`config.mk`:
```
export PLATFORM = sky130hd
export DESIGN_NAME = axi4_lite_regbank_slave_flat
export DESIGN_NICKNAME = d
export VERILOG_FILES = /design/src/rtl/axi4_lite_regbank_slave_if.sv /design/src/rtl/axi4_lite_regbank_slave.sv /design/src/flat_wrapper.sv
export SDC_FILE = /design/constraint.sdc
export NUM_CORES = 1
export LEC_CHECK = 0
export CAP_MARGIN = 25
export CORE_UTILIZATION = 50
export CTS_CLUSTER_DIAMETER = 150
export DETAILED_ROUTE_END_ITERATION = 8
export PLACE_DENSITY = 0.7
export SLEW_MARGIN = 15
export SYNTH_ARGS = -nofsm -noshare
export SYNTH_HDL_FRONTEND = slang
export SYNTH_SLANG_ARGS = --single-unit
```
`constraint.sdc`:
```
create_clock -name clk -period 2.5 [get_ports clk]
set_clock_uncertainty 0.05 [all_clocks]
set_input_delay 0.375 -clock clk [delete_from_list [all_inputs] [get_ports clk]]
set_output_delay 0.375 -clock clk [all_outputs]
set_load 0.01 [all_outputs]
```
`src/rtl/axi4_lite_regbank_slave_if.sv`:
```
// rtl/axi4_lite_regbank_slave_if.sv - AXI4-Lite bus bundle between a master and the register bank
interface axi4_lite_regbank_slave_if #(
  parameter int Addr_Width = 32,
  parameter int Data_Width = 32
);
  logic [Addr_Width-1:0]   AWADDR;
  logic                    AWVALID;
  logic                    AWREADY;
  logic [Data_Width-1:0]   WDATA;
  logic [Data_Width/8-1:0] WSTRB;
  logic                    WVALID;
  logic                    WREADY;
  logic [1:0]              BRESP;
  logic                    BVALID;
  logic                    BREADY;
  logic [Addr_Width-1:0]   ARADDR;
  logic                    ARVALID;
  logic                    ARREADY;
  logic [Data_Width-1:0]   RDATA;
  logic [1:0]              RRESP;
  logic                    RVALID;
  logic                    RREADY;

  modport master (
    output AWADDR, AWVALID, WDATA, WSTRB, WVALID, BREADY, ARADDR, ARVALID, RREADY,
    input  AWREADY, WREADY, BRESP, BVALID, ARREADY, RDATA, RRESP, RVALID
  );

  modport slave (
    input  AWADDR, AWVALID, WDATA, WSTRB, WVALID, BREADY, ARADDR, ARVALID, RREADY,
    output AWREADY, WREADY, BRESP, BVALID, ARREADY, RDATA, RRESP, RVALID
  );
endinterface

```
`src/rtl/axi4_lite_regbank_slave.sv`:
```
// rtl/axi4_lite_regbank_slave.sv - AXI4-Lite responder for a bank of 32-bit registers
// Register 0 is a read-only ID word; all handshake outputs come straight from flops.
module axi4_lite_regbank_slave #(
  parameter int                    Addr_Width = 32,
  parameter int                    Data_Width = 32,
  parameter int                    NUM_REGS   = 16,
  parameter logic [Data_Width-1:0] ID_VALUE   = 32'hA41C_0001
) (
  input logic                      clk,
  input logic                      rst,
  axi4_lite_regbank_slave_if.slave bus
);
  localparam int IDX_W  = $clog2(NUM_REGS);
  localparam int STRB_W = Data_Width / 8;
  localparam logic [1:0] RESP_OKAY   = 2'b00;
  localparam logic [1:0] RESP_SLVERR = 2'b10;

  typedef enum logic [2:0] {WR_IDLE, WR_HAVE_A, WR_HAVE_D, WR_COMMIT, WR_RESP} wr_state_t;
  typedef enum logic {RD_IDLE, RD_RESP} rd_state_t;

  wr_state_t wr_state;
  rd_state_t rd_state;

  logic [Data_Width-1:0] regs [NUM_REGS];

  logic                  aw_ready, w_ready, b_valid, ar_ready, r_valid;
  logic [1:0]            b_resp, r_resp;
  logic [Data_Width-1:0] r_data;
  logic [IDX_W-1:0]      aw_idx;
  logic                  aw_ok;
  logic [Data_Width-1:0] w_data;
  logic [STRB_W-1:0]     w_strb;

  logic             aw_hs, w_hs, ar_hs;
  logic [IDX_W-1:0] aw_idx_in, ar_idx_in;
  logic             aw_ok_in, ar_in_range;
  logic             unused_addr_bits;

  assign aw_hs = bus.AWVALID && aw_ready;
  assign w_hs  = bus.WVALID && w_ready;
  assign ar_hs = bus.ARVALID && ar_ready;

  assign aw_idx_in   = bus.AWADDR[IDX_W+1:2];
  assign ar_idx_in   = bus.ARADDR[IDX_W+1:2];
  // A write is only honoured for an in-range, writable (non-ID) register.
  assign aw_ok_in    = (bus.AWADDR[Addr_Width-1:IDX_W+2] == '0) && (aw_idx_in != '0);
  assign ar_in_range = (bus.ARADDR[Addr_Width-1:IDX_W+2] == '0);
  assign unused_addr_bits = ^{bus.AWADDR[1:0], bus.ARADDR[1:0]};

  assign bus.AWREADY = aw_ready;
  assign bus.WREADY  = w_ready;
  assign bus.BVALID  = b_valid;
  assign bus.BRESP   = b_resp;
  assign bus.ARREADY = ar_ready;
  assign bus.RVALID  = r_valid;
  assign bus.RRESP   = r_resp;
  assign bus.RDATA   = r_data;

  always_ff @(posedge clk) begin
    if (rst) begin
      wr_state <= WR_IDLE;
      aw_ready <= 1'b0;
      w_ready  <= 1'b0;
      b_valid  <= 1'b0;
      b_resp   <= RESP_OKAY;
      aw_idx   <= '0;
      aw_ok    <= 1'b0;
      w_data   <= '0;
      w_strb   <= '0;
      for (int r = 0; r < NUM_REGS; r++) regs[r] <= '0;
    end else begin
      if (aw_hs) begin
        aw_idx <= aw_idx_in;
        aw_ok  <= aw_ok_in;
      end
      if (w_hs) begin
        w_data <= bus.WDATA;
        w_strb <= bus.WSTRB;
      end
      unique case (wr_state)
        WR_IDLE: begin
          if (aw_hs && w_hs) begin
            wr_state <= WR_COMMIT;
            aw_ready <= 1'b0;
            w_ready  <= 1'b0;
          end else if (aw_hs) begin
            wr_state <= WR_HAVE_A;
            aw_ready <= 1'b0;
            w_ready  <= 1'b1;
          end else if (w_hs) begin
            wr_state <= WR_HAVE_D;
            aw_ready <= 1'b1;
            w_ready  <= 1'b0;
          end else begin
            aw_ready <= 1'b1;
            w_ready  <= 1'b1;
          end
        end
        WR_HAVE_A: begin
          if (w_hs) begin
            wr_state <= WR_COMMIT;
            w_ready  <= 1'b0;
          end
        end
        WR_HAVE_D: begin
          if (aw_hs) begin
            wr_state <= WR_COMMIT;
            aw_ready <= 1'b0;
          end
        end
        WR_COMMIT: begin
          if (aw_ok) begin
            for (int i = 0; i < STRB_W; i++) begin
              if (w_strb[i]) regs[aw_idx][8*i +: 8] <= w_data[8*i +: 8];
            end
          end
          b_resp   <= aw_ok ? RESP_OKAY : RESP_SLVERR;
          b_valid  <= 1'b1;
          wr_state <= WR_RESP;
        end
        WR_RESP: begin
          if (bus.BREADY) begin
            b_valid  <= 1'b0;
            aw_ready <= 1'b1;
            w_ready  <= 1'b1;
            wr_state <= WR_IDLE;
          end
        end
        default: wr_state <= WR_IDLE;
      endcase
    end
  end

  // Reads sample the bank before any same-edge commit lands, so they see the old value.
  always_ff @(posedge clk) begin
    if (rst) begin
      rd_state <= RD_IDLE;
      ar_ready <= 1'b0;
      r_valid  <= 1'b0;
      r_resp   <= RESP_OKAY;
      r_data   <= '0;
    end else begin
      unique case (rd_state)
        RD_IDLE: begin
          if (ar_hs) begin
            ar_ready <= 1'b0;
            r_valid  <= 1'b1;
            rd_state <= RD_RESP;
            if (!ar_in_range) begin
              r_data <= '0;
              r_resp <= RESP_SLVERR;
            end else begin
              r_data <= (ar_idx_in == '0) ? ID_VALUE : regs[ar_idx_in];
              r_resp <= RESP_OKAY;
            end
          end else begin
            ar_ready <= 1'b1;
          end
        end
        RD_RESP: begin
          if (bus.RREADY) begin
            r_valid  <= 1'b0;
            ar_ready <= 1'b1;
            rd_state <= RD_IDLE;
          end
        end
        default: rd_state <= RD_IDLE;
      endcase
    end
  end
endmodule

```
`src/flat_wrapper.sv`:
```
// flat-port wrapper written by rule: the top's interface ports become plain ports
module axi4_lite_regbank_slave_flat 
#(
  parameter int                    Addr_Width = 32,
  parameter int                    Data_Width = 32,
  parameter int                    NUM_REGS   = 16,
  parameter logic [Data_Width-1:0] ID_VALUE   = 32'hA41C_0001
)
  (clk, rst, bus_AWADDR, bus_AWVALID, bus_WDATA, bus_WSTRB, bus_WVALID, bus_BREADY, bus_ARADDR, bus_ARVALID, bus_RREADY, bus_AWREADY, bus_WREADY, bus_BRESP, bus_BVALID, bus_ARREADY, bus_RDATA, bus_RRESP, bus_RVALID);
  axi4_lite_regbank_slave_if #(.Addr_Width(Addr_Width), .Data_Width(Data_Width)) bus_i ();
  input logic clk;
  input logic rst;
  input wire logic [$bits(bus_i.AWADDR)-1:0] bus_AWADDR;
  input wire logic [$bits(bus_i.AWVALID)-1:0] bus_AWVALID;
  input wire logic [$bits(bus_i.WDATA)-1:0] bus_WDATA;
  input wire logic [$bits(bus_i.WSTRB)-1:0] bus_WSTRB;
  input wire logic [$bits(bus_i.WVALID)-1:0] bus_WVALID;
  input wire logic [$bits(bus_i.BREADY)-1:0] bus_BREADY;
  input wire logic [$bits(bus_i.ARADDR)-1:0] bus_ARADDR;
  input wire logic [$bits(bus_i.ARVALID)-1:0] bus_ARVALID;
  input wire logic [$bits(bus_i.RREADY)-1:0] bus_RREADY;
  output wire logic [$bits(bus_i.AWREADY)-1:0] bus_AWREADY;
  output wire logic [$bits(bus_i.WREADY)-1:0] bus_WREADY;
  output wire logic [$bits(bus_i.BRESP)-1:0] bus_BRESP;
  output wire logic [$bits(bus_i.BVALID)-1:0] bus_BVALID;
  output wire logic [$bits(bus_i.ARREADY)-1:0] bus_ARREADY;
  output wire logic [$bits(bus_i.RDATA)-1:0] bus_RDATA;
  output wire logic [$bits(bus_i.RRESP)-1:0] bus_RRESP;
  output wire logic [$bits(bus_i.RVALID)-1:0] bus_RVALID;
  assign bus_i.AWADDR = bus_AWADDR;
  assign bus_i.AWVALID = bus_AWVALID;
  assign bus_i.WDATA = bus_WDATA;
  assign bus_i.WSTRB = bus_WSTRB;
  assign bus_i.WVALID = bus_WVALID;
  assign bus_i.BREADY = bus_BREADY;
  assign bus_i.ARADDR = bus_ARADDR;
  assign bus_i.ARVALID = bus_ARVALID;
  assign bus_i.RREADY = bus_RREADY;
  assign bus_AWREADY = bus_i.AWREADY;
  assign bus_WREADY = bus_i.WREADY;
  assign bus_BRESP = bus_i.BRESP;
  assign bus_BVALID = bus_i.BVALID;
  assign bus_ARREADY = bus_i.ARREADY;
  assign bus_RDATA = bus_i.RDATA;
  assign bus_RRESP = bus_i.RRESP;
  assign bus_RVALID = bus_i.RVALID;
  axi4_lite_regbank_slave #(.Addr_Width(Addr_Width), .Data_Width(Data_Width), .NUM_REGS(NUM_REGS), .ID_VALUE(ID_VALUE)) u_core (.clk(clk), .rst(rst), .bus(bus_i));
endmodule
```
==> impl_results.md <==
- Outcome: complete, no violations
- VDD IR-drop max: 0.549 mV
- Die area: 54,100 um2
- Critical path endpoint category: register
- Logic pwr share: 6.4%
- Pin count of the biggest net entering global routing: 85
- Number of clock sinks: 592
- Synth cell types: 42
- RR Startpoint: u_core.aw_idx[2]$_SDFFE_PP0P_
- Register share of total power: 52.0%
- Via Count: 16,200
- Pwr per Cell Area: 691 nW/um2
- Grt ovf: 0
- DR pass1 iterations: 5
- Final slew viol count: 0
- Routability cong.: 0.817
- Core box area: 52,600 um2
- Most common cell after layout, fill and taps aside: and2_1
- Vias in the first global route: 16,400
- Seq cells post-synth: 592
- Switching power: 4.70 mW
- Worst-Margin Slew: 0.715 ns
- Worst-path cell chain: nor2b_1, nand2_1, nor2_1, or2_2
- Max-Cap Viols: 0
- # diodes: 0
- Initial Utilization: 50.6%
- CTS tree: built
- Top-area cell type share of the netlist area: 57.3%
- Worst hold path depth: 3
- Max Freq: 458 MHz
- Post-cts resize count: 0
- Register area share after synthesis: 63.7%
- Slowest stage delay, CP: 0.47 ns
- Crit path kind: register to register
- Worst-Skew Late Latency: 0.62 ns
- CTS Buf Count: 59
- Min-delay worst type: input port to register
- Port-buffer cells: 141
- Hold EP: u_core.w_data[23]$_SDFFE_PP0P_
- First-pass GRT wire length: 98.5 mm
- Cell internal pwr: 16.9 mW
- Startpoint Class: register
- Post-CTS Setup Bufs: 0
- Area contributors post-synth: edfxtp_1, and2_1, mux4_2
- Layout cells sized above 1: 18.9%
- Routed length per instance: 23.1 um
- Tcrit/Tclk final: 87.4%
- H-Tree Depth: 2
- Worst Path Max Fanout: 8
- Power, Total: 21.6 mW
- Syn avg cell area: 14.0 um2
- Number of antenna violations at the first check in global routing: 0
- Register area: 16,900 um2
- Die W: 233 um
- CP max-delay cell: dfxtp_1
- RR Endpoint: u_core.regs[4][15]$_SDFFCE_PN0P_
- Worst slew margin: 52.2%
- Period minus WS final: 2.18 ns
- CTS Buffer Depth: 3
- Overall routing resource usage: 24.7%
- Sw Share: 21.7%
- Most frequent cells in the layout: and2_1, edfxtp_1, clkdlybuf4s50_1
- DR DRC count: 0
- Vias per std cell: 5.69
- Setup TNS: 0 ns
- Clk root buf: clkbuf_16
- Final WL: 65.5 mm
- Filler Cells Inserted: 4,070
- Io pins: 148
- Mapped Area: 26,600 um2
- R2R depth: 4
- Req. time, crit path: 2.74 ns
- Final hold viol count: 0
- Post-route ant nets: 0
- Post-synth top area cell: edfxtp_1
- Rows: 84
- Die H: 233 um
- Hold Buf Count CTS: 0
- Clock slew at reported path FFs: 0.06 ns
- Critical Path AT: 2.42 ns
- Area of the multi-input gates: 9080 um2
- DRT iter0 DRCs: 1,395
- Final HPWL DP: 43.9 mm
- Gate Count Post-Synth: 1,894
- Area grow syn2layout: 17.7%
- Unrepaired setup endpoints after global routing: no
- HP Start: rst
- Clock share of power: 41.6%
- Final nets: 2,208
- Warnings from Yosys: 0
- Setup violators final: 0
- P_leak: 11.6 nW
- FF-to-FF setup slack: 0.32 ns
## synth_stat cells (all sizes together)
cell type and n:
and2 514, edfxtp 508, nand2 126, mux4 99, nor2 90, mux2i 86, dfxtp 84, clkbuf 65
or2 65, buf 45, a21oi 44, a221oi 31, mux2 19, nand3 15, o21ai 14, nor4 12
a22oi 11, o221ai 11, a211oi 7, nor3 7, nor2b 6, a211o 4, a31o 4, nand2b 4
nand4 4, nor3b 4, or4 4, and4 2, nand3b 2, nor4bb 2, and3b 1, and4bb 1
clkinv 1, conb 1, o21a 1
## routing by layer
layer  up-vias  track usage (%)  part of all wire (%)
met2       611             39.6                    47
li1       7320                -                     -
met4         0             7.07                   2.3
met3        96             4.02                   7.2
met1      8123             34.8                    43
met5         -                0                     0
## worst max-delay path by stage
stage	start	to	slack (ns)	cells past startpoint
global placement	bus_ARADDR[3]	u_core.bus.RDATA[20]$_SDFFE_PP0P_	0.13	5
global route	u_core.aw_idx[2]$_SDFFE_PP0P_	u_core.regs[4][15]$_SDFFCE_PN0P_	0.18	4
floorplan	rst	u_core.regs[12][16]$_SDFFCE_PN0P_	0.59	5
detailed placement	bus_ARADDR[3]	u_core.bus.RDATA[20]$_SDFFE_PP0P_	0.06	5
CTS	u_core.aw_idx[2]$_SDFFE_PP0P_	u_core.regs[4][15]$_SDFFCE_PN0P_	0.34	4
finish	u_core.aw_idx[2]$_SDFFE_PP0P_	u_core.regs[4][15]$_SDFFCE_PN0P_	0.32	4
## logic make-up after synthesis
group,share of synthesized area (%)
buffers and inverters,2.27
multiplexers,12.4
other,0.0141
AO/OA/AOI/OAI,3.44
AND/OR/NAND/NOR,18.2
flip-flops,63.7
## state kept, by name, indices dropped and copies added, names as in the netlist
| signal | count |
|---|---|
| u_core.regs | 508 |
| u_core.bus.RDATA | 32 |
| u_core.w_data | 32 |
| u_core.aw_idx | 4 |
| u_core.w_strb | 4 |
| u_core.wr_state | 3 |
| u_core.aw_ok | 1 |
| u_core.bus.ARREADY | 1 |
| u_core.bus.AWREADY | 1 |
| u_core.bus.BRESP | 1 |
| u_core.bus.BVALID | 1 |
| u_core.bus.RRESP | 1 |
| u_core.bus.RVALID | 1 |
| u_core.bus.WREADY | 1 |
| u_core.rd_state | 1 |
## power by group through the flow
stage	Clock, mW	Combinational [mW]	Sequential [mW]
floorplan	0	0.909	11.3
CTS	9.08	1.39	11.2
global route	9.47	1.48	11.3
global placement	0	1.36	11.4
finish	9.00	1.39	11.2
detailed placement	0	1.39	11.5
## area by class of cell
type / instances / area share [%]
Clock buffer: 100 / 6.02
Multi-Input combinational cell: 1192 / 29.0
Timing Repair Buffer: 255 / 7.75
Clock inverter: 11 / 0.360
Inverter: 1 / 0.0120
Tap cell: 688 / 2.75
Sequential cell: 592 / 54.1
## per-stage QoR
stage,utilization (%),setup slack [ns],hold slack [ns],instances,cell area [um2]
2_1_floorplan,-,0.586,0.387,1895,26600
3_3_place_gp,55.7,0.132,0.392,2726,29300
3_5_place_dp,55.7,0.0585,0.394,2726,29300
4_1_cts,59.5,0.343,0.225,2837,31300
5_1_grt,59.6,0.181,0.254,2839,31300
6_report,59.6,0.315,0.243,2839,31300
## worst max-delay path, delay by kind of cell (launching register included)
| kind | cells | cell delay, ns |
|---|---|---|
| flip-flops | 1 | 0.47 |
| AND/OR/NAND/NOR | 4 | 1.33 |
Note: power is estimated with default switching activity, not from simulation.
